`src/rtl/mem_access_unit.sv`:
```
// Load/store unit between the pipeline M stage and an addr_ok/data_ok memory bus:
// aligns and replicates stores, extracts and extends loads, traps misaligned accesses.
module mem_access_unit #(
  parameter int unsigned DATA_W     = 32,
  parameter bit          BIG_ENDIAN = 1'b0,
  parameter int unsigned ADDR_W     = 32
) (
  input  logic                clk,
  input  logic                resetn,
  input  logic                req_valid,
  input  logic [2:0]          req_op,
  input  logic [ADDR_W-1:0]   req_addr,
  input  logic [31:0]         req_wdata,
  output logic                req_ready,
  input  logic                flush,
  output logic                mem_req,
  output logic                mem_wr,
  output logic [ADDR_W-1:0]   mem_addr,
  output logic [DATA_W/8-1:0] mem_wstrb,
  output logic [DATA_W-1:0]   mem_wdata,
  input  logic                mem_addr_ok,
  input  logic                mem_data_ok,
  input  logic [DATA_W-1:0]   mem_rdata,
  output logic                rsp_valid,
  output logic [31:0]         rsp_data,
  output logic                stall,
  output logic                adel,
  output logic                ades
);
  localparam int unsigned LANES       = DATA_W / 8;
  localparam int unsigned OFF_W       = $clog2(LANES);
  localparam int unsigned LANE_CALC_W = OFF_W + 1;
  localparam int unsigned REPS        = DATA_W / 32;

  localparam logic [2:0] OP_LW  = 3'b000;
  localparam logic [2:0] OP_LH  = 3'b001;
  localparam logic [2:0] OP_LHU = 3'b010;
  localparam logic [2:0] OP_LB  = 3'b011;
  localparam logic [2:0] OP_LBU = 3'b100;
  localparam logic [2:0] OP_SB  = 3'b101;
  localparam logic [2:0] OP_SH  = 3'b110;
  localparam logic [2:0] OP_SW  = 3'b111;

  typedef enum logic [1:0] {IDLE, ADDR, DATA, DRAIN} stateT;

  stateT                  state, stateNext;
  logic                   isStore, isWord, isHalf, misaligned;
  logic                   accept, complete;
  logic [2:0]             sizeBytes;
  logic [LANES-1:0]       sizeMask;
  logic [LANE_CALC_W-1:0] laneCalc;
  logic [OFF_W-1:0]       reqLane, laneReg;
  logic [31:0]            repData;
  logic [2:0]             opReg;
  logic [DATA_W-1:0]      rdataShift;
  logic [31:0]            loadWord, loadResult;

  // Request decode: size, alignment and the lowest lane the access occupies.
  always_comb begin
    isStore    = req_op inside {OP_SB, OP_SH, OP_SW};
    isWord     = req_op inside {OP_LW, OP_SW};
    isHalf     = req_op inside {OP_LH, OP_LHU, OP_SH};
    misaligned = (isWord && (req_addr[1:0] != 2'b00)) || (isHalf && req_addr[0]);
    sizeBytes  = isWord ? 3'd4 : (isHalf ? 3'd2 : 3'd1);
    sizeMask   = LANES'(isWord ? 4'hF : (isHalf ? 4'h3 : 4'h1));
    // Big-endian places byte 0 on the top lane; the mirrored window keeps bit order natural.
    if (BIG_ENDIAN)
      laneCalc = LANE_CALC_W'(LANES) - LANE_CALC_W'(req_addr[OFF_W-1:0]) - LANE_CALC_W'(sizeBytes);
    else
      laneCalc = LANE_CALC_W'(req_addr[OFF_W-1:0]);
    reqLane = laneCalc[OFF_W-1:0];
    repData = isWord ? req_wdata : (isHalf ? {2{req_wdata[15:0]}} : {4{req_wdata[7:0]}});
  end

  always_ff @(posedge clk or negedge resetn) begin
    if (!resetn) state <= IDLE;
    else         state <= stateNext;
  end

  // Next state plus the combinational handshake outputs.
  always_comb begin
    stateNext = state;
    accept    = 1'b0;
    complete  = 1'b0;
    stall     = 1'b0;
    req_ready = 1'b0;
    adel      = 1'b0;
    ades      = 1'b0;
    case (state)
      IDLE: begin
        req_ready = 1'b1;
        stall     = req_valid && !misaligned;
        adel      = req_valid && misaligned && !isStore && !flush;
        ades      = req_valid && misaligned && isStore && !flush;
        if (req_valid && !misaligned && !flush) begin
          accept    = 1'b1;
          stateNext = ADDR;
        end
      end
      ADDR: begin
        stall = 1'b1;
        if (flush) begin
          // An address the bus took in the flush cycle still owes a data phase.
          stateNext = (mem_addr_ok && !mem_data_ok) ? DRAIN : IDLE;
        end else if (mem_addr_ok) begin
          complete  = mem_data_ok;
          stateNext = mem_data_ok ? IDLE : DATA;
        end
      end
      DATA: begin
        stall = 1'b1;
        if (mem_data_ok) begin
          complete  = !flush;
          stateNext = IDLE;
        end else if (flush) begin
          stateNext = DRAIN;
        end
      end
      DRAIN: if (mem_data_ok) stateNext = IDLE;
      default: stateNext = IDLE;
    endcase
    if (!resetn) begin
      stall = 1'b0;
      adel  = 1'b0;
      ades  = 1'b0;
    end
  end

  assign mem_req = (state == ADDR);

  // Bus payload captured at acceptance and held for the whole access.
  always_ff @(posedge clk or negedge resetn) begin
    if (!resetn) begin
      mem_addr  <= '0;
      mem_wr    <= 1'b0;
      mem_wstrb <= '0;
      mem_wdata <= '0;
      opReg     <= OP_LW;
      laneReg   <= '0;
    end else if (accept) begin
      mem_addr  <= {req_addr[ADDR_W-1:OFF_W], OFF_W'(0)};
      mem_wr    <= isStore;
      mem_wstrb <= isStore ? (sizeMask << reqLane) : '0;
      mem_wdata <= {REPS{repData}};
      opReg     <= req_op;
      laneReg   <= reqLane;
    end
  end

  // Load extraction and extension; stores report zero.
  always_comb begin
    rdataShift = mem_rdata >> {laneReg, 3'b000};
    loadWord   = rdataShift[31:0];
    case (opReg)
      OP_LW:   loadResult = loadWord;
      OP_LH:   loadResult = {{16{loadWord[15]}}, loadWord[15:0]};
      OP_LHU:  loadResult = {16'h0000, loadWord[15:0]};
      OP_LB:   loadResult = {{24{loadWord[7]}}, loadWord[7:0]};
      OP_LBU:  loadResult = {24'h000000, loadWord[7:0]};
      default: loadResult = '0;
    endcase
  end

  always_ff @(posedge clk or negedge resetn) begin
    if (!resetn) begin
      rsp_valid <= 1'b0;
      rsp_data  <= '0;
    end else begin
      rsp_valid <= complete;
      if (complete) rsp_data <= loadResult;
    end
  end
endmodule

```
`config.mk`:
```
export PLATFORM = sky130hd
export DESIGN_NAME = mem_access_unit
export DESIGN_NICKNAME = d
export VERILOG_FILES = /design/src/rtl/mem_access_unit.sv
export SDC_FILE = /design/constraint.sdc
export NUM_CORES = 1
export LEC_CHECK = 0
export CORE_UTILIZATION = 60
export CTS_CLUSTER_SIZE = 30
export DETAILED_ROUTE_END_ITERATION = 8
export DONT_BUFFER_PORTS = 1
export PLACE_DENSITY_LB_ADDON = 0.08
export SYNTH_ARGS = -nofsm -noshare
export SYNTH_HDL_FRONTEND = slang
export SYNTH_SLANG_ARGS = --single-unit
```
`constraint.sdc`:
```
create_clock -name clk -period 4.8 [get_ports clk]
set_clock_uncertainty 0.15 [all_clocks]
set_input_delay 0.96 -clock clk [delete_from_list [all_inputs] [get_ports clk]]
set_output_delay 0.96 -clock clk [all_outputs]
set_load 0.01 [all_outputs]
```
After elaboration in Yosys (flattened, before gate mapping)

Cells that the tools add are included.

Flip-flop bits (word level): 107
Output and inout port bits: 107
Word-level logic and storage cells: 79

Equal/unequal tests: 16
Shift-type cells: 2
Mux-type cells: 28
Reduce and logical (&&, ||, !) cells: 24

Operator list:

| cell                 | count |
|---|---|
| $pmux W32 S5         | 1 |
| $mux W32             | 2 |
| $shr A32 B5 Y32      | 1 |
| $mux W2              | 9 |
| $eq A3 B3 Y1 const B | 4 |
| $mux W1              | 11 |
| $logic_and A1 B1 Y1  | 10 |
| $eq A3 B2 Y1 const B | 3 |
| $mux W4              | 2 |
| $pmux W2 S4          | 1 |
| $eq A3 B1 Y1 const B | 2 |
| $logic_not A3 Y1     | 2 |
| $reduce_bool A3 Y1   | 2 |
| $eq A2 B2 Y1 const B | 2 |
| $logic_not A1 Y1     | 4 |
| $ne A2 B2 Y1 const B | 2 |
| $pmux W1 S2          | 2 |
| $reduce_and A4 Y1    | 1 |
| $reduce_bool A2 Y1   | 2 |
| $shl A4 B2 Y4        | 1 |
| $ne A3 B2 Y1 const B | 1 |
| $ne A3 B3 Y1 const B | 1 |
| $eq A2 B1 Y1 const B | 1 |
| $logic_not A2 Y1     | 1 |
| 2 further kinds      | 2 |

Logic depth before layout (Yosys ltp)

Gate-level depths: netlist (run 1).

Depth after elaboration: 9
Mapped depth: 9
Gate-level depth less buffers: 7

Worst setup path after synthesis (run 1)

No wires, ideal clock.

Path type: input to output
Start point: input port req_op[2]
End point: output port ades
Data arrival time: 1.940 ns
Data required time: 3.690 ns
Slack: 1.750 ns
Cell stages on the path: 4
Path buffers: 2
Cell sequence: clkbuf_1 clkbuf_1 o21ai_0 nor3_1

Word-level cells in the longest chain between the ends: 9

RTL lines:

| element                                                  | RTL line | source |
|---|---|---|
| start, declared                                          | 11       | `input logic [2:0] req_op,` |
| $eq A3 B1 Y1, or another cell as far along               | 62       | `isHalf = req_op inside {OP_LH, OP_LHU, OP_SH};` |
| $reduce_bool A3 Y1 or $reduce_bool A2 Y1 (tied branches) | 62, 61   |  |
| $logic_and A1 B1 Y1                                      | 63       | `misaligned = (isWord && (req_addr[1:0] != 2'b00)) \|\| (isHalf && req_addr[0]);` |
| $logic_or A1 B1 Y1                                       | 63       |  |
| $logic_and A1 B1 Y1                                      | 94       | `ades = req_valid && misaligned && isStore && !flush;` |
| $logic_and A1 B1 Y1 (*) (2 in a row)                     | 94       |  |
| $mux W1 (*)                                              | 89       | `case (state)` |
| $mux W1 (*)                                              | 122      | `if (!resetn) begin` |
| end, declared                                            | 28       | `output logic ades` |

Mark *: on every way between the ends. The rest lies on a longest branch, timed or not.

Worst setup path after layout (run 1)

Start point: input port req_op[1]
End point: output port adel

Word-level cells in the longest chain between the ends: 9

RTL lines:

| element                                                  | RTL line | source |
|---|---|---|
| $eq A3 B1 Y1, or another cell as far along               | 62       |  |
| $reduce_bool A3 Y1 or $reduce_bool A2 Y1 (tied branches) | 62, 61   |  |
| $logic_and A1 B1 Y1                                      | 63       |  |
| $logic_or A1 B1 Y1                                       | 63       |  |
| $logic_and A1 B1 Y1                                      | 93       | `adel = req_valid && misaligned && !isStore && !flush;` |
| $logic_and A1 B1 Y1 (*) (2 in a row)                     | 93       |  |
| $mux W1 (*)                                              | 89       |  |
| $mux W1 (*)                                              | 122      |  |
| end, declared                                            | 27       | `output logic adel,` |

Marked as above.

==> metrics.txt, run 1 <==
worst hold path class in2async; mux share of post-synthesis cell area between 20% and 30%; status complete, but fails checks; Rel. slew slack between 20 and 25%; largest net degree at the start of global routing 110; adder-cell share of the synthesized area 0.897%; average cell area after synthesis 11.4 µm²; Final GP Congestion 0.791; Cell Pwr Density a little under 600 nW/µm²; Synth Area in Compound Gates between 10 and 15%; CTS Hold Bufs 0; gr ovfl total 0; clock sink count roughly 110; post-route clock period utilization 67.7%; vias in the first global route around 3800; share of synthesized flip-flops with an asynchronous set or reset 100%; RSZ-0062 raised after global routing no; die area a little under 10000 µm²; Avg WL per Cell between 20 and 25 µm; Max IR drop VDD 302 µV; Worst setup EP type output port; failing checks design-rule violations; Max Clock Freq slightly above 300 MHz; Layout Nets ~580; CTS Root Cell clkbuf_8; post_cts resized 0; Longest Clk Path Bufs 2; register area share after synthesis around 48%; placed cell count approximately 560; Skew-Pair Late Insertion Delay between 300 and 400 ps; core footprint 8850 µm²; TritonCTS buffer count 9; number of distinct library cells after synthesis a little under 50; initial antenna violation count 0; area delta synth->final 3.12%; post-CTS setup buffer count 0; Synth area leaders dfrtp_1, mux2_2, mux2i_1; layout cells sized above 1 a little over a fifth; final core occ approximately 65%; routed vias/inst approximately 6.6; GRT Util Overall 25.3%; Synth area leader dfrtp_1; top cell type's share of synthesized area about 48%; crit path kind in2out; DRC 14; fin. max-slew vios 0; MaxCap Viol Count 0; Post-Synth XOR/XNOR Area 0%; DRT Wirelength ~12 mm; WP data required around 3700 ps; post-synthesis cell area between 5000 and 6000 µm²; Least-Margin Pin Slew ~1200 ps; Most used DFF post-synth dfrtp_1; final worst-path setup slack between 1500 and 2000 ps; crit path time final about 3200 ps; Final TNS setup 0 ps; #FFs+latches synth between 100 and 150; row count 34; EDFF count, synth 0; YS warnings 0; setup violators final 0; CTS clk-pin slew, worst paths 100 ps; worst hold slack 129 ps; Fin. Hold Viols 0; Initial DRC Count around 220; via count roughly 3800; Non-Filler Instances between 500 and 600; post-DP HPWL between 8 and 9 mm; CTS tree done; chip height ~98 µm; Buffers on Ports 0; Initial Utilization around 63%; total I/O pin count 212; first-pass GRT wire length 19.1 mm; crit start category input port; pre-CTS setup slack ~1600 ps; largest family of logic cells by synthesized area multiplexers; Syn Inst Count slightly below 500; drt first pass iters 8; leak pwr between 2 and 2.5 nW; reg-to-reg slack, setup 1850 ps; WP data arrival 2140 ps; H-tree depth 3; # diodes 0; die width approximately 98 µm; CP Max Fanout 43; Antenna Nets Post-Route 0; Synth Area in Simple Gates 9.76%
## stage by stage
stage               power (mW)  area [µm²]
floorplan                 2.58        5580
global placement          2.73        5540
detailed placement        2.78        5540
CTS                       3.37        5750
global route              3.54        5750
finish                    3.34        5750
## cell type report
| cell class | instances | area [µm²] |
|---|---|---|
| Inverter | 14 | 52.6 |
| Sequential cell | 107 | 2680 |
| Timing Repair Buffer | 4 | 30.0 |
| Fill cell | 701 | 3100 |
| Clock buffer | 10 | 128 |
| Clock inverter | 6 | 83.8 |
| Multi-Input combinational cell | 330 | 2640 |
| Tap cell | 108 | 135 |
## kinds of logic after synthesis
logic type	count (synthesis)
multiplexers	115
AND/OR/NAND/NOR	109
flip-flops	107
AO/OA/AOI/OAI	100
buffers and inverters	52
adder cells (fa/ha/maj)	4
other	1
## Yosys cell counts (all sizes together), types with 2 or more instances
cell and instances:
a32oi 8, mux4 2, nor2b 7, buf 18, ha 4, nand3b 9, dfrtp 107, a21oi 22
nand2b 14, o221ai 8, a211o 8, or4 2, clkbuf 20, mux2i 34, nor2 23, mux2 79
nand3 2, a2111oi 2, o21ai 17, inv 14, nor3 13, or2 2, o211ai 8, a221o 8
a32o 7, nand2 33
## critical path, cell delays in order
cell,delay (ps)
nand2b_1,350
o311a_1,360
nand2_1,100
nor3_1,360
## power breakdown
group,internal [mW],switching (mW)
Clock,0.255,0.321
Combinational,0.515,0.416
Sequential,1.30,0.528
Total,2.07,1.27
## final timing paths
path | from | to | depth (start not counted)
min in group clk | laneReg[0]$_DFFE_PN0P_ | laneReg[0]$_DFFE_PN0P_ | 1
worst max-delay path | req_op[1] | adel | 4
max in group asynchronous | resetn | rsp_data[15]$_DFFE_PN0P_ | 0
worst max register to register | laneReg[1]$_DFFE_PN0P_ | rsp_data[20]$_DFFE_PN0P_ | 4
worst min-delay path | resetn | mem_wdata[1]$_DFFE_PN0P_ | 0
worst min register to register | laneReg[0]$_DFFE_PN0P_ | laneReg[0]$_DFFE_PN0P_ | 1
## sequential cells by signal (all words and copies together) (netlist names)
| name | count |
|---|---|
| mem_addr | 30 |
| rsp_valid | 1 |
| rsp_data | 32 |
| mem_wstrb | 4 |
| laneReg | 2 |
| state | 2 |
| mem_wr | 1 |
| opReg | 3 |
| mem_wdata | 32 |
## per-layer routing
layer	part of all wire (%)	vias up	track usage, %
met2	50	162	41.4
met1	40	1877	31.4
li1	-	1737	-
met5	0	-	0
met3	8.9	19	8.38
met4	1.6	0	8.73
## cell usage in the layout (no fill, tap or decap), types with 2 or more instances in the layout
master,synthesis,routed
nand2_1,33,33
inv_1,13,13
o21ai_0,17,17
nor3_1,13,13
a21oi_1,22,22
ha_1,4,4
a32o_1,7,7
nand3_1,2,2
inv_6,0,2
nor2b_1,7,7
o211ai_1,8,8
nand3b_1,9,9
mux2i_1,34,34
a32oi_1,8,8
mux4_2,2,2
o221ai_1,8,8
nor2_1,23,23
or4_1,2,2
dfrtp_1,107,107
mux2_1,8,8
a221o_1,8,8
or2_2,2,2
clkbuf_8,0,9
a211o_1,8,8
conb_1,1,2
mux2_2,71,71
buf_4,3,4
nand2b_1,14,14
No activity file was read; power rests on OpenSTA's default activity.
==> run 2: changes to the inputs <==
--- a/config.mk
+++ b/config.mk
@@ -5,7 +5,7 @@
 export SDC_FILE = /design/constraint.sdc
 export NUM_CORES = 1
 export LEC_CHECK = 0
-export CORE_UTILIZATION = 60
+export CORE_UTILIZATION = 58
 export CTS_CLUSTER_SIZE = 30
 export DETAILED_ROUTE_END_ITERATION = 8
 export DONT_BUFFER_PORTS = 1
==> constraint.sdc (replaced) <==
create_clock -name clk -period 2.8 [get_ports clk]
set_clock_uncertainty 0.15 [all_clocks]
set_input_delay 0.56 -clock clk [delete_from_list [all_inputs] [get_ports clk]]
set_output_delay 0.56 -clock clk [all_outputs]
set_load 0.01 [all_outputs]
==> metrics.txt, run 2 (synthesis results as in run 1) <==
post-CTS setup buffer count 0 (unchanged); Max IR drop VDD 537 µV (+78%); Max Clock Freq just under 400 MHz; Antenna Nets Post-Route 0 (unchanged); worst hold path class in2async; Skew-Pair Late Insertion Delay 360 ps (about the same); clock sink count 107 (unchanged); crit path kind reg2out; layout cells sized above 1 22.1% (+1.3 points); biggest regs mem_wdata x32, rsp_data x32, mem_addr x30; WP data required 2090 ps (-1600 ps); DRT Wirelength 12.2 mm (+1.4%); fin. max-slew vios 0 (unchanged); Final GP Congestion 0.825 (+4.2%); chip height 100 µm (+1.7%); WP data arrival 1870 ps (-270 ps); Layout Nets 579 (+0.70%); row count 35 (+2.9%); via count 3822 (+0.71%); crit start category flop; fill count 774 (+10%); post-route clock period utilization 92.1%; CTS tree done; vias in the first global route 3764 (-1.6%); Worst setup EP type output port; Initial DRC Count 176 (-19%); status complete, but fails checks; leak pwr 2.49 nW (+0.54%); CTS Root Cell clkbuf_8; # diodes 0 (unchanged); total I/O pin count 212 (unchanged); Longest Clk Path Bufs 2 (unchanged); initial antenna violation count 0 (unchanged); Least-Margin Pin Slew 659 ps (-504 ps); DRC 0 (-14); Fin. Hold Viols 107 (+107); TritonCTS buffer count 9 (unchanged); H-tree depth 3 (unchanged); routed vias/inst 6.33 (-3.5%); largest net degree at the start of global routing 110 (unchanged); Total Power 5.68 mW (+70%); first-pass GRT wire length 19.3 mm (+1.3%); die area 10000 µm² (+3.4%); Final TNS setup 0 ps (unchanged); failing checks negative hold slack; crit path time final 2580 ps; worst hold slack -282 ps (-411 ps); post-DP HPWL 8.60 mm (+0.41%); Buffers on Ports 0 (unchanged); area delta synth->final 4.46%; RSZ-0062 raised after global routing no; MaxCap Viol Count 0 (unchanged); Rel. slew slack 54.9% (+32 points); Initial Utilization 60.1% (-3.0 points); Avg WL per Cell 20.3 µm (-2.8%); CTS clk-pin slew, worst paths 110 ps (about the same); gr ovfl total 0 (unchanged); die width 100 µm (+1.7%); CP Max Fanout 5 (-88%); setup violators final 0 (unchanged); Cell Pwr Density 976 nW/µm² (+68%); most common cell after layout, fill and taps aside dfrtp_1; drt first pass iters 4 (-4); most frequent cells in the layout dfrtp_1, mux2_2, mux2i_1; GRT Util Overall 24.7% (-0.57 points); core footprint 9280 µm² (+4.9%)
## run 2: cell count changes in the layout (fill, tap and decap cells not counted), sizes merged
| cell | previous run | this run |
|---|---|---|
| bufinv | 1 | 0 |
| clkinvlp | 0 | 2 |
| buf | 4 | 8 |
| clkbuf | 10 | 9 |
## run 2: routing by layer
metal | GRT usage [%] | up-vias | routed length (µm)
li1 | - | 1741 | -
met1 | 31.3 | 1894 | 4830
met2 | 39.8 | 168 | 5980
met3 | 8.36 | 19 | 1210
met4 | 8.47 | 0 | 226
met5 | 0 | - | 0
## run 2: final cells by class
cell class / instances / area (µm²) / share of cell area, %
flip-flops and latches: 107 / 2680 / 46.0
multi-input cells: 330 / 2650 / 45.6
well taps: 129 / 161 / 2.77
clock buffers: 9 / 124 / 2.13
repair buffers: 8 / 85.1 / 1.46
clock inverters: 7 / 71.3 / 1.22
inverters: 14 / 52.6 / 0.902
## run 2: worst max-delay path, stage by stage (launching register included)
cell	delay [ps]
dfrtp_1	430
inv_1	100
ha_1	310
nand2_1	190
nor2_1	130
nand2_1	110
nor3_2	240
## run 2: worst paths after layout
| kind | slack [ps] | startpoint | to | depth (start not counted) |
|---|---|---|---|---|
| setup reg to reg | 400 | state[1]$_DFFE_PN0P_ | rsp_data[21]$_DFFE_PN0P_ | 6 |
| hold / removal | -280 | resetn | mem_wdata[1]$_DFFE_PN0P_ | 0 |
| min in group clk | 160 | req_addr[7] | mem_addr[7]$_DFFE_PN0P_ | 1 |
| hold reg to reg | 410 | rsp_data[14]$_DFFE_PN0P_ | rsp_data[14]$_DFFE_PN0P_ | 2 |
| setup / recovery | 220 | state[0]$_DFFE_PN0P_ | ades | 6 |
| max in group asynchronous | 2590 | resetn | mem_wdata[11]$_DFFE_PN0P_ | 0 |
## run 2: timing repair
item / CTS / global route
resized for setup: 0 / 2
endpoints found under the setup margin: 0 / 2
hold endpoints to repair: 107 / 107
## run 2: where the power goes
part / switching (mW) / leakage, nW / internal, mW / total [mW]
Combinational: 0.788 / 1.08 / 0.898 / 1.69
Clock: 0.579 / 0.0926 / 0.348 / 0.928
Sequential: 0.839 / 1.32 / 2.23 / 3.07
Total: 2.21 / 2.49 / 3.48 / 5.68
## run 2: metrics by stage
| step | instance area [µm²] | std cells | utilization [%] | hold slack, ps | setup WS (ps) |
|---|---|---|---|---|---|
| 4_1_cts | 5820 | 604 | 62.6 | -302 | 129 |
| 3_5_place_dp | 5620 | 588 | 60.5 | 117 | 415 |
| 3_3_place_gp | 5620 | 588 | 60.5 | 116 | 464 |
| 5_1_grt | 5830 | 604 | 62.7 | -308 | 60.9 |
| 2_1_floorplan | 5580 | 489 | - | 114 | 444 |
| 6_report | 5830 | 604 | 62.7 | -282 | 220 |
==> run 3: changes to the inputs <==
--- a/config.mk
+++ b/config.mk
@@ -5,6 +5,7 @@
 export SDC_FILE = /design/constraint.sdc
 export NUM_CORES = 1
 export LEC_CHECK = 0
+export CAP_MARGIN = 20
 export CORE_UTILIZATION = 58
 export CTS_CLUSTER_SIZE = 30
 export DETAILED_ROUTE_END_ITERATION = 8
==> results of run 3 <==
Same layout as run 2: the final DEF is identical, and so are final timing and power.
